## src/rtl/uart_pkg.sv

```systemverilog
// Shared definitions for the UART byte receiver: state encoding and framing constants.
package uart_pkg;

   localparam int DEFAULT_CLKS_PER_BIT = 868;
   localparam int DATA_BITS            = 8;
   localparam int STOP_BITS            = 1;

   typedef enum logic [2:0] {
      ST_IDLE  = 3'd0,
      ST_START = 3'd1,
      ST_DATA  = 3'd2,
      ST_STOP  = 3'd3,
      ST_BREAK = 3'd4
   } rx_state_t;

endpackage

```

## src/rtl/uart_byte_rx_if.sv

```systemverilog
// Byte-side bundle of the UART receiver; the receiver drives it, the loaders consume it.
interface uart_byte_rx_if;

   logic [7:0] rx_data;
   logic       rx_ready;
   logic       frame_err;
   logic       busy;

   modport master (output rx_data, rx_ready, frame_err, busy);
   modport slave  (input  rx_data, rx_ready, frame_err, busy);

endinterface

```

## src/rtl/uart_byte_rx_sync_2ff.sv

```systemverilog
// Two-flop synchroniser for a single asynchronous input pin, with a selectable reset level.
module sync_2ff #(
   parameter logic RESET_VAL = 1'b0
) (
   input  logic clk,
   input  logic rst_n,
   input  logic d,
   output logic q
);

   logic meta;

   always_ff @(posedge clk or negedge rst_n) begin
      if (!rst_n) begin
         meta <= RESET_VAL;
         q    <= RESET_VAL;
      end else begin
         meta <= d;
         q    <= meta;
      end
   end

endmodule

```

## src/rtl/uart_byte_rx.sv

```systemverilog
// 8N1 UART receiver: synchronises rx, qualifies the start bit, samples each bit at its centre
// and reports good bytes, framing errors and break conditions as one-cycle pulses.
module uart_byte_rx
   import uart_pkg::*;
#(
   parameter int CLKS_PER_BIT = DEFAULT_CLKS_PER_BIT
) (
   input  logic           clk,
   input  logic           rst_n,
   input  logic           rx,
   uart_byte_rx_if.master rx_if
);

   localparam int HALF_BIT = CLKS_PER_BIT / 2;
   localparam int CNT_W    = $clog2(CLKS_PER_BIT);
   localparam logic [CNT_W-1:0] HALF_LAST = CNT_W'(HALF_BIT - 1);
   localparam logic [CNT_W-1:0] BIT_LAST  = CNT_W'(CLKS_PER_BIT - 1);
   localparam logic [2:0]       IDX_LAST  = 3'(DATA_BITS - 1);

   if (CLKS_PER_BIT < 4) begin : g_bad_clks_per_bit
      $error("uart_byte_rx: CLKS_PER_BIT must be >= 4");
   end
   if (STOP_BITS != 1) begin : g_bad_stop_bits
      $error("uart_byte_rx: only one stop bit is supported");
   end

   logic             rx_s;
   rx_state_t        state, state_next;
   logic [CNT_W-1:0] cnt, cnt_next;
   logic [2:0]       bit_idx, bit_idx_next;
   logic [7:0]       shift_reg, shift_next;
   logic [7:0]       rx_data_q, data_next;
   logic             ready_q, ready_next;
   logic             err_q, err_next;

   // Idle-high reset level keeps a reset release from looking like a start edge.
   sync_2ff #(.RESET_VAL(1'b1)) u_sync (
      .clk   (clk),
      .rst_n (rst_n),
      .d     (rx),
      .q     (rx_s)
   );

   always_ff @(posedge clk or negedge rst_n) begin
      if (!rst_n) begin
         state     <= ST_IDLE;
         cnt       <= '0;
         bit_idx   <= '0;
         shift_reg <= '0;
         rx_data_q <= '0;
         ready_q   <= 1'b0;
         err_q     <= 1'b0;
      end else begin
         state     <= state_next;
         cnt       <= cnt_next;
         bit_idx   <= bit_idx_next;
         shift_reg <= shift_next;
         rx_data_q <= data_next;
         ready_q   <= ready_next;
         err_q     <= err_next;
      end
   end

   // Every sample point wraps the counter, so each bit is timed from the previous centre.
   always_comb begin
      state_next   = state;
      cnt_next     = cnt;
      bit_idx_next = bit_idx;
      shift_next   = shift_reg;
      data_next    = rx_data_q;
      ready_next   = 1'b0;
      err_next     = 1'b0;
      case (state)
         ST_IDLE: begin
            if (!rx_s) begin
               state_next = ST_START;
               cnt_next   = '0;
            end
         end
         ST_START: begin
            if (cnt == HALF_LAST) begin
               cnt_next = '0;
               if (!rx_s) begin
                  state_next   = ST_DATA;
                  bit_idx_next = '0;
               end else begin
                  state_next = ST_IDLE;
               end
            end else begin
               cnt_next = cnt + 1'b1;
            end
         end
         ST_DATA: begin
            if (cnt == BIT_LAST) begin
               cnt_next            = '0;
               shift_next[bit_idx] = rx_s;
               if (bit_idx == IDX_LAST) begin
                  state_next = ST_STOP;
               end else begin
                  bit_idx_next = bit_idx + 1'b1;
               end
            end else begin
               cnt_next = cnt + 1'b1;
            end
         end
         ST_STOP: begin
            if (cnt == BIT_LAST) begin
               cnt_next = '0;
               if (rx_s) begin
                  data_next  = shift_reg;
                  ready_next = 1'b1;
                  state_next = ST_IDLE;
               end else begin
                  err_next   = 1'b1;
                  state_next = ST_BREAK;
               end
            end else begin
               cnt_next = cnt + 1'b1;
            end
         end
         ST_BREAK: begin
            if (rx_s) begin
               state_next = ST_IDLE;
            end
         end
         default: state_next = ST_IDLE;
      endcase
   end

   assign rx_if.rx_data   = rx_data_q;
   assign rx_if.rx_ready  = ready_q;
   assign rx_if.frame_err = err_q;
   assign rx_if.busy      = (state != ST_IDLE);

endmodule

```

## src/flat_wrapper.sv

```systemverilog
// flat-port wrapper written by rule: the top's interface ports become plain ports
module uart_byte_rx_flat import uart_pkg::*;
#(
   parameter int CLKS_PER_BIT = DEFAULT_CLKS_PER_BIT
)
  (clk, rst_n, rx, rx_if_rx_data, rx_if_rx_ready, rx_if_frame_err, rx_if_busy);
  uart_byte_rx_if rx_if_i ();
  input  logic clk;
  input  logic rst_n;
  input  logic rx;
  output wire logic [$bits(rx_if_i.rx_data)-1:0] rx_if_rx_data;
  output wire logic [$bits(rx_if_i.rx_ready)-1:0] rx_if_rx_ready;
  output wire logic [$bits(rx_if_i.frame_err)-1:0] rx_if_frame_err;
  output wire logic [$bits(rx_if_i.busy)-1:0] rx_if_busy;
  assign rx_if_rx_data = rx_if_i.rx_data;
  assign rx_if_rx_ready = rx_if_i.rx_ready;
  assign rx_if_frame_err = rx_if_i.frame_err;
  assign rx_if_busy = rx_if_i.busy;
  uart_byte_rx #(.CLKS_PER_BIT(CLKS_PER_BIT)) u_core (.clk(clk), .rst_n(rst_n), .rx(rx), .rx_if(rx_if_i));
endmodule
```

## config.mk

```make
export PLATFORM = sky130hd
export DESIGN_NAME = uart_byte_rx_flat
export DESIGN_NICKNAME = d
export VERILOG_FILES = /design/src/rtl/uart_pkg.sv /design/src/rtl/uart_byte_rx_if.sv /design/src/rtl/uart_byte_rx_sync_2ff.sv /design/src/rtl/uart_byte_rx.sv /design/src/flat_wrapper.sv
export SDC_FILE = /design/constraint.sdc
export NUM_CORES = 1
export LEC_CHECK = 0
export BUFFER_PORTS_ARGS = -buffer_cell sky130_fd_sc_hd__buf_2
export CAP_MARGIN = 15
export CORE_MARGIN = 3
export CORE_UTILIZATION = 61
export CTS_BUF_LIST = sky130_fd_sc_hd__clkbuf_8
export DETAILED_ROUTE_END_ITERATION = 12
export PLACE_DENSITY = 0.83
export SYNTH_ARGS = -nofsm -noshare
export SYNTH_HDL_FRONTEND = slang
export SYNTH_SLANG_ARGS = --single-unit
```

## constraint.sdc

```tcl
create_clock -name clk -period 2.35 [get_ports clk]
set_input_delay 0.47 -clock clk [delete_from_list [all_inputs] [get_ports clk]]
set_output_delay 0.47 -clock clk [all_outputs]
set_load 0.02 [all_outputs]
```

# Word-level counts from Yosys, hierarchy flattened
# Cells that the tools add are included.
# classes
addsub	2
order_cmp	2
eq_ne	15
n_mux	27
reduce_logical	11
# ops
operator	n
3-bit two-way mux	11
10-bit two-way mux	3
10-bit one-hot mux with 3 select lines	1
3-bit one-hot mux with 5 select lines	1
10-bit by 1-bit adder with 10-bit output, second input constant	1
10-bit equality test, second input constant	1
10-bit by 9-bit equality test with 1-bit output, second input constant	1
8-bit bitwise mux	1
2-bit by 1-bit inequality test with 1-bit output, second input constant	4
2-bit inequality test, second input constant	4
1-bit two-way mux	7
3-bit by 2-bit equality test with 1-bit output, second input constant	2
3-bit equality test, second input constant	2
3-bit one-hot mux with 2 select lines	1
6-bit AND reduction	1
3-bit nonzero test	2
5-bit AND reduction	1
3-bit by 4-bit less-than comparator with 1-bit output, second input constant	1
2-bit AND reduction	2
3-bit by 1-bit adder with 3-bit output, second input constant	1
1-bit demux with 3-bit select	1
3-bit by 1-bit equality test with 1-bit output, second input constant	1
3-bit by 1-bit greater-or-equal comparator with 1-bit output, second input constant	1
3-bit zero test	1
other kinds (5)	5
# totals
register_bits	36
inputBits	3
output_inout_bits	11
wordCells	66

# Depth between registers and ports, before layout
# Gate-level depths: netlist (run 1).
# logic_depth
ltp_word	5
mapped_depth	7
depth_no_buf	6

# Modules after synthesis
# A second synthesis (run 1) with hierarchy kept.
# unflattened
cells_unflattened	166
hier_area_um2	1801.7
# by_module_without_submodules
module	n_inst	cells_each	area_each_um2	seq_area_each_um2
uart_byte_rx	1	164	1749.2	850.8
sync_2ff	1	2	52.6	52.6

# Worst setup path before layout (run 1)
# No wires, ideal clock.
# synth_path
kind	reg2reg
start	register u_core.state[2]
end	register u_core.shift_reg[0]
setup_ns	0.128
t_arrival_ns	1.945
required_ns	2.222
path_slack_ns	0.278
stages_incl_launch_ff	6
n_path_buf	1
period_less_slack_ns	2.072
cell_sequence	dfrtp_1 buf_2 or3b_2 or4_4 nor4_2 mux2_1
# synth_via
elab_chain_len	2
# synth_rtl
element	line_no	source
start: declaration	uart_byte_rx.sv:28	rx_state_t state, state_next;
start signal: assignment	uart_byte_rx.sv:54	state <= state_next;
3-bit by 2-bit equality test with 1-bit output	uart_byte_rx.sv:73	case (state)
2-bit AND reduction (no source line)	n/a	
end signal: assignment	uart_byte_rx.sv:57	shift_reg <= shift_next;
end: declaration	uart_byte_rx.sv:31	logic [7:0] shift_reg, shift_next;
# No other way between the ends.
# A chain may end at the register's enable or synchronous reset.

# Worst setup path after layout (run 1)
# layout_path
start	register u_core.cnt[0]
end	register u_core.shift_reg[2]
# layout_via
elab_chain_len	2
# layout_rtl
element	line_no	source
start: declaration	uart_byte_rx.sv:29	logic [CNT_W-1:0] cnt, cnt_next;
start signal: assignment	uart_byte_rx.sv:55	cnt <= cnt_next;
10-bit equality test	uart_byte_rx.sv:94	if (cnt == BIT_LAST) begin
2-bit AND reduction (no source line)	n/a	
# No other way between the ends.

==> results of run 1 <==
==> metal layers <==
metal  track usage (%)  vias to the layer above
li1                  -                      665
met1              28.0                      645
met2              35.9                       39
met3              6.81                        5
met4              8.67                        0
met5                 0                        -
==> worst min path at each step <==
stage / start / endpoint / slack (ps) / cells past startpoint
2_1_floorplan: rst_n / u_core.bit_idx[0] / 170 / 0
3_3_place_gp: u_core.u_sync.meta / u_core.u_sync.q / 350 / 0
3_5_place_dp: u_core.u_sync.meta / u_core.u_sync.q / 350 / 0
4_1_cts: rst_n / u_core.cnt[1] / 270 / 1
5_1_grt: rx / u_core.u_sync.meta / 270 / 1
6_report: rst_n / u_core.state[2] / 260 / 1
==> worst max-delay path: stages, from the launching register on <==
cell      delay (ps)
dfrtp_1          440
ha_1             320
nand2b_1         170
or4_4            590
nor4_2           200
mux2_1           340
==> power groups by stage <==
stage | combinational (W) | clock [W] | sequential [W]
global route | 0.0000183 | 0.000471 | 0.000627
finish | 0.0000154 | 0.000422 | 0.000627
floorplan | 0.00000402 | 0 | 0.000636
detailed placement | 0.0000164 | 0 | 0.000638
CTS | 0.0000164 | 0.000441 | 0.000626
global placement | 0.0000155 | 0 | 0.000638
==> cell type report <==
cell class,count,area [sq um]
Inverter,7,26.3
Sequential cell,36,903
Timing Repair Buffer,18,103
Clock buffer,5,68.8
Tap cell,31,38.8
Clock inverter,3,18.8
Multi-Input combinational cell,121,872
Fill cell,201,774
==> Yosys cell counts (2+ instances only) <==
cell type,n
dfrtp_1,34
mux2_1,17
nand2_1,17
o21ai_1,9
inv_1,6
nand4_1,6
nor2_1,6
nor3_1,6
a21oi_1,5
clkbuf_1,5
nor4_2,5
o22ai_1,5
ha_1,4
nand3_1,4
nor2b_1,4
o211ai_1,4
nor3b_1,3
o21ai_0,3
buf_2,2
dfstp_2,2
mux2i_1,2
o31a_1,2
or3b_1,2
==> logic make-up (layout without fill, tap and decap cells) <==
| logic type | Yosys count | in the layout | synth area share, % |
|---|---|---|---|
| buf+inv | 14 | 33 | 3.01 |
| flops | 36 | 36 | 49.4 |
| simple gates | 66 | 66 | 22.6 |
| compound gates | 32 | 32 | 10.7 |
| fa+ha+maj | 4 | 4 | 2.73 |
| mux | 19 | 19 | 11.6 |
==> through the flow <==
| stage | std cells | hold WS [ps] | power (W) | util [%] |
|---|---|---|---|---|
| 2_1_floorplan | 171 | 174 | 0.000640 | - |
| 3_3_place_gp | 213 | 346 | 0.000654 | 69.3 |
| 3_5_place_dp | 213 | 348 | 0.000655 | 69.3 |
| 4_1_cts | 221 | 266 | 0.00108 | 72.4 |
| 5_1_grt | 221 | 266 | 0.00112 | 72.4 |
| 6_report | 221 | 257 | 0.00106 | 72.4 |
==> metrics.cfg, run 1 <==
[global_route]
grt.overflow.total = 0
grt_start_max_net_pins = 37
grt_util_all_layers_pct = 22.3
grt_pass1_wl_um = 6050
initial_antenna_violation_count = 0
number_of_global_route_vias_before_repair = 1326

[power]
internal_power_w = 0.000831
max-vdd-ir-drop_mv = 0.471
net-switching-power_w = 0.000232
comb_pwr_share_pct = 1.4
leakagePower_nw = 0.970
power.clock.fraction_pct = 39.6
power.share.sequential_pct = 58.9
cellPowerDensity_mw_per_mm2 = 524
power_switching_share_pct = 21.8

[floorplan]
die_area_sq_mm = 0.00369
initial_standard_cell_utilization_of_the_core_pct = 65.3
floorplan.core_area_sq_mm = 0.00281
placement_rows = 19
floorplan.die.width_um = 60.8
design.portCount = 14
die-height_um = 60.8

[clock_network]
postCtsSetupBuffers = 0
clock_insertion_delay_at_the_later_pin_of_the_skew_report_ps = 290
buffers_from_clock_root_to_sink_at_most = 2
cts_tree = built
clk_root_buffer_cell = clkbuf_8
htreeDepth = 2
cts.sink_count = 36
cts_resized = 0
worst_setup_hold_path_clk_slew_ps = 70
post_cts_hold_buffer_count = 0
tritoncts.num_buffers = 5

[synthesis]
netlist.top_cell.by_area = dfrtp_1
avgSynthCellArea_sq_um = 10.7
ys_warn_count = 0
synth-main-ff-cell = dfrtp_1
yosys.cell_types.count = 41
synth_area_sq_mm = 0.00183
ys_seq_area_share_pct = 49.4
synthTopCellsByArea = dfrtp_1 46%, mux2_1 10%, nand2_1 3.5%, nor4_2 3.4%, dfstp_2 2.9%
synth-seq-cells = 36
synth-async-reset-ratio_pct = 100
synth.top_cell.area_share_pct = 46.5
synth_cells = 171
synth_enable_flop_cells = 0
synth.net_count = 178

[sta]
final.setup.tns_ps = 0
period_minus_slack_ps = 2170
worst_clock_skew_ps = 4.04
final_max_slew_viol_count = 0
slew_headroom_pct = 48.4
layout_worst_path_cycle_share_pct = 92.5
worstMarginPinSlew_ps = 774
fmaxAchievable_ghz = 0.460
hold_violations = 0
setup_repair_after_global_routing_missed_its_margin = no
setup-violations-final = 0
final_critical_path_setup_slack_ps = 175

[cells_and_area]
final_area_sq_mm = 0.00203
area_growth_pct = 10.9
finish.net_count = 196
antenna_cell_count = 0
largest_register_ffs = 10
final_common_cell = dfrtp_1
fraction_of_layout_cells_with_a_size_suffix_above_1_pct = 20.5
mostFrequentLayoutCells = 34 x dfrtp_1, 17 x mux2_1, 17 x nand2_1, 13 x buf_2, 9 x o21ai_1

[placed_design]
dp_hpwl_um = 2460
io_buf_count = 13
gp_congestion = 0.848
dp_worst_setup_slack_ps = 189
placed_area_sq_mm = 0.00194

[drt]
wl_met2_um = 1760
antenna_left = 0
drt_iter0_drc = 69
vias_per_cell = 6.13
drt_drc_violations_left = 0
routed-via-count = 1354
met3_length_um = 164
wirelength_um = 3380
detail_route.wirelength.met1_um = 1410
post_drt_wl_per_cell_um = 15.3
firstDrtPassIters = 4
topRoutingLayerUsed = met4

[flow_run]
max_cap_violations = 0

[outcome]
status = finished clean

[min_path]
timing.hold.worst.class = input port to asynchronous set/reset pin

[setup_path]
crit_path_launch_type = flop
crit_path_end_kind = flop
crit_required_ps = 2520
worst_ep_arrival_ps = 2350
worst-path-max-fanout = 8
r2r.worst_path.cells = 5
ff2ff_setup_slack_ps = 180
critical_path.reg2reg.endpoint = u_core.shift_reg[2]
path_class = flop to flop
worstSetupStartpoint = u_core.cnt[0]
r2r-start = u_core.cnt[0]
critical_path.endpoint = u_core.shift_reg[2]

No activity file was read; power rests on OpenSTA's default activity.
==> run 2, diff against run 1 <==
CORE_UTILIZATION = 55   (was 61)
PLACE_DENSITY = 0.79   (was 0.83)
SYNTH_HIERARCHICAL = 1   (was unset)
clock period = 1.78 ns   (was 2.35 ns; I/O delays follow)
==> metrics.cfg, run 2 <==
[drt]
antenna_left = 0  ; unchanged
drt_drc_violations_left = 0  ; unchanged
wirelength_um = 3940  ; +17%
vias_per_cell = 5.74  ; -6.4%
post_drt_wl_per_cell_um = 15.5  ; +1.6%
routed-via-count = 1457  ; +7.6%
firstDrtPassIters = 4  ; unchanged
drt_iter0_drc = 131  ; +90%

[synthesis]
yosys.cell_types.count = 44  ; +7.3%
synth-async-reset-ratio_pct = 100  ; unchanged
synth_enable_flop_cells = 0  ; unchanged
netlist.top_cell.by_area = dfrtp_1
synth_common_cells = 34 x dfrtp_1, 16 x mux2_2, 15 x nor2_1, 10 x nand2_1, 8 x o21ai_0
synth.top_cell.area_share_pct = 47.2  ; +0.74 points
synth.net_count = 173  ; -2.8%
ys_seq_area_share_pct = 50.1  ; +0.79 points
avgSynthCellArea_sq_um = 10.9  ; +1.4%
synthTopCellsByArea = dfrtp_1 47%, mux2_2 10%, nor2_1 3.1%, dfstp_2 2.9%, ha_1 2.8%
synth_area_sq_mm = 0.00180  ; -1.6%
synth-main-ff-cell = dfrtp_1
ys_warn_count = 6  ; +6
synth_most_common_cell = dfrtp_1
synth_cells = 166  ; -2.9%
synth-seq-cells = 36  ; unchanged

[power]
p_total_w = 0.00156  ; +47%
power_switching_share_pct = 20.7  ; -1.2 points
power.clock.fraction_pct = 45.6  ; +6.0 points
leakagePower_nw = 1.13  ; +16%
internal_power_w = 0.00124  ; +49%
cellPowerDensity_mw_per_mm2 = 675  ; +29%
comb_pwr_share_pct = 1.4  ; about the same
net-switching-power_w = 0.000323  ; +39%
max-vdd-ir-drop_mv = 0.536  ; +14%
power.share.sequential_pct = 52.9  ; -6.0 points

[floorplan]
design.portCount = 14  ; unchanged
die_area_sq_mm = 0.00400  ; +8.2%
initial_standard_cell_utilization_of_the_core_pct = 58.5  ; -6.7 points
floorplan.die.width_um = 63.2  ; +4.0%
die-height_um = 63.2  ; +4.0%
placement_rows = 20  ; +1
floorplan.core_area_sq_mm = 0.00308  ; +9.7%

[cells_and_area]
largest_register_ffs = 10  ; unchanged
layout.cells.non_filler = 254  ; +15%
fill_cells = 219  ; +9.0%
mostFrequentLayoutCells = 34 x dfrtp_1, 27 x buf_4, 15 x nor2_1, 15 x mux2_2, 13 x buf_2
antenna_cell_count = 0  ; unchanged
final_common_cell = dfrtp_1
area_growth_pct = 28.5
finish.net_count = 216  ; +10%
fraction_of_layout_cells_with_a_size_suffix_above_1_pct = 39.5  ; +19 points

[global_route]
grt_start_max_net_pins = 37  ; unchanged
number_of_global_route_vias_before_repair = 1464  ; +10%
initial_antenna_violation_count = 0  ; unchanged
grt_pass1_wl_um = 6760  ; +12%
grt.overflow.total = 0  ; unchanged
grt_util_all_layers_pct = 22.3  ; +0.071 points

[setup_path]
crit_path_launch_type = flop
ff2ff_setup_slack_ps = -170  ; -350 ps
critical_path.reg2reg.endpoint = u_core/shift_reg[4]
r2r.worst_path.cells = 6  ; +1
crit_required_ps = 1960  ; -560 ps
path_class = flop to flop
critical_path.endpoint = u_core/shift_reg[4]
crit_path_end_kind = flop
worst_ep_arrival_ps = 2130  ; -220 ps
worstSetupStartpoint = u_core/cnt[1]
r2r-start = u_core/cnt[1]
worst-path-max-fanout = 4  ; -4

[sta]
layout_worst_path_cycle_share_pct = 110  ; +17 points
setup-violations-final = 17  ; +17
setup_repair_after_global_routing_missed_its_margin = yes
worst_clock_skew_ps = 3.99  ; -0.0513 ps
hold_violations = 0  ; unchanged
period_minus_slack_ps = 1950  ; -224 ps
worstMarginPinSlew_ps = 436  ; -338 ps
final_critical_path_setup_slack_ps = -171  ; -346 ps
fmaxAchievable_ghz = 0.513  ; +11%
slew_headroom_pct = 70.9  ; +23 points
final_max_slew_viol_count = 0  ; unchanged

[flow_run]
max_cap_violations = 0  ; unchanged

[clock_network]
cts_tree = built
clock_insertion_delay_at_the_later_pin_of_the_skew_report_ps = 300  ; about the same
clk_root_buffer_cell = clkbuf_8
cts.sink_count = 36  ; unchanged
buffers_from_clock_root_to_sink_at_most = 2  ; unchanged
htreeDepth = 2  ; unchanged
worst_setup_hold_path_clk_slew_ps = 70  ; about the same
post_cts_hold_buffer_count = 0  ; unchanged
tritoncts.num_buffers = 5  ; unchanged

[min_path]
timing.hold.worst.class = input port to asynchronous set/reset pin

[placed_design]
dp_worst_setup_slack_ps = -217  ; -405 ps
gp_congestion = 0.921  ; +8.5%
dp_hpwl_um = 2820  ; +15%
dp.cells = 243  ; +14%
io_buf_count = 13  ; unchanged

[outcome]
failed_checks = negative setup slack
status = finished, violations left

-- run 2: cell types whose count changed after synthesis, moves of 7 or more --
cell,before,now
mux2_1,17,1
o21ai_1,9,0
nor2_1,6,15
nand2_1,17,10
mux2_2,0,16
-- run 2: power groups by stage --
| stage | Combinational [W] | Clock, W | Sequential [W] |
|---|---|---|---|
| after floorplan | 0.00000498 | 0 | 0.000839 |
| after global placement | 0.0000217 | 0 | 0.000842 |
| after detailed placement | 0.0000224 | 0 | 0.000843 |
| after CTS | 0.0000238 | 0.000725 | 0.000827 |
| after global routing | 0.0000271 | 0.000777 | 0.000827 |
| final | 0.0000226 | 0.000713 | 0.000828 |
-- run 2: area by class of cell --
type                    count  area, sq um  share of cell area, %
flip-flops and latches     36          903                   39.0
clock buffers               5         68.8                   2.97
multi-input cells         116          902                   39.0
well taps                  44         55.1                   2.38
inverters                   6         22.5                  0.972
repair buffers             44          322                   13.9
clock inverters             3         42.5                   1.84
-- run 2: per-layer routing --
metal | share of wire [%] | global-route usage [%] | up-vias | wire length, um
li1 | - | - | 688 | -
met3 | 4.3 | 6.42 | 14 | 171
met1 | 40 | 24.3 | 719 | 1580
met4 | 3.6 | 12.7 | 0 | 141
met2 | 52 | 38.7 | 36 | 2050
met5 | 0 | 0 | - | 0
-- run 2: cell families (layout without fill, tap and decap cells) --
kind of cell	Yosys count	after routing	share of synthesized area, %
AO/OA/AOI/OAI	30	30	11.3
XOR/XNOR	2	2	0.972
adder cells (fa/ha/maj)	4	4	2.78
buffers and inverters	14	58	3.75
flip-flops	36	36	50.1
multiplexers	17	17	10.6
AND/OR/NAND/NOR	63	63	20.4
-- run 2: per-stage QoR --
step	cell area (sq um)	util [%]	setup TNS (ps)	hold WS (ps)
3_3_place_gp	2110	68.4	-1160	346
6_report	2320	75.2	-1420	83.5
5_1_grt	2320	75.2	-3780	122
4_1_cts	2300	74.6	-1490	94.7
2_1_floorplan	1810	-	-728	60.4
3_5_place_dp	2110	68.4	-2080	347
-- run 2: how the worst min path moves through the flow --
| stage | from | to | slack [ps] | depth (start not counted) |
|---|---|---|---|---|
| finish | rst_n | u_core/rx_if.rx_data[3] | 80 | 2 |
| global route | rst_n | u_core/rx_if.rx_data[3] | 120 | 2 |
| CTS | rst_n | u_core/state[0] | 90 | 2 |
| detailed placement | u_core/u_sync/meta | u_core/u_sync/q | 350 | 0 |
| global placement | u_core/u_sync/meta | u_core/u_sync/q | 350 | 0 |
| floorplan | rst_n | u_core/bit_idx[0] | 60 | 0 |
-- run 2: what timing repair did --
item,4_1_cts,5_1_grt
pin swaps,5,3
gates cloned,0,0
setup buffers,2,1
endpoints found under the setup margin,17,31
endpoints found under the hold margin,0,0
gates resized for setup,13,3
-- run 2: worst max-delay path: stages (launching register included) --
cell and delay [ps]:
dfrtp_1 380, ha_2 190, and4bb_1 250, nand3_2 90, or3_4 380, nor3b_4 220
mux2_4 320
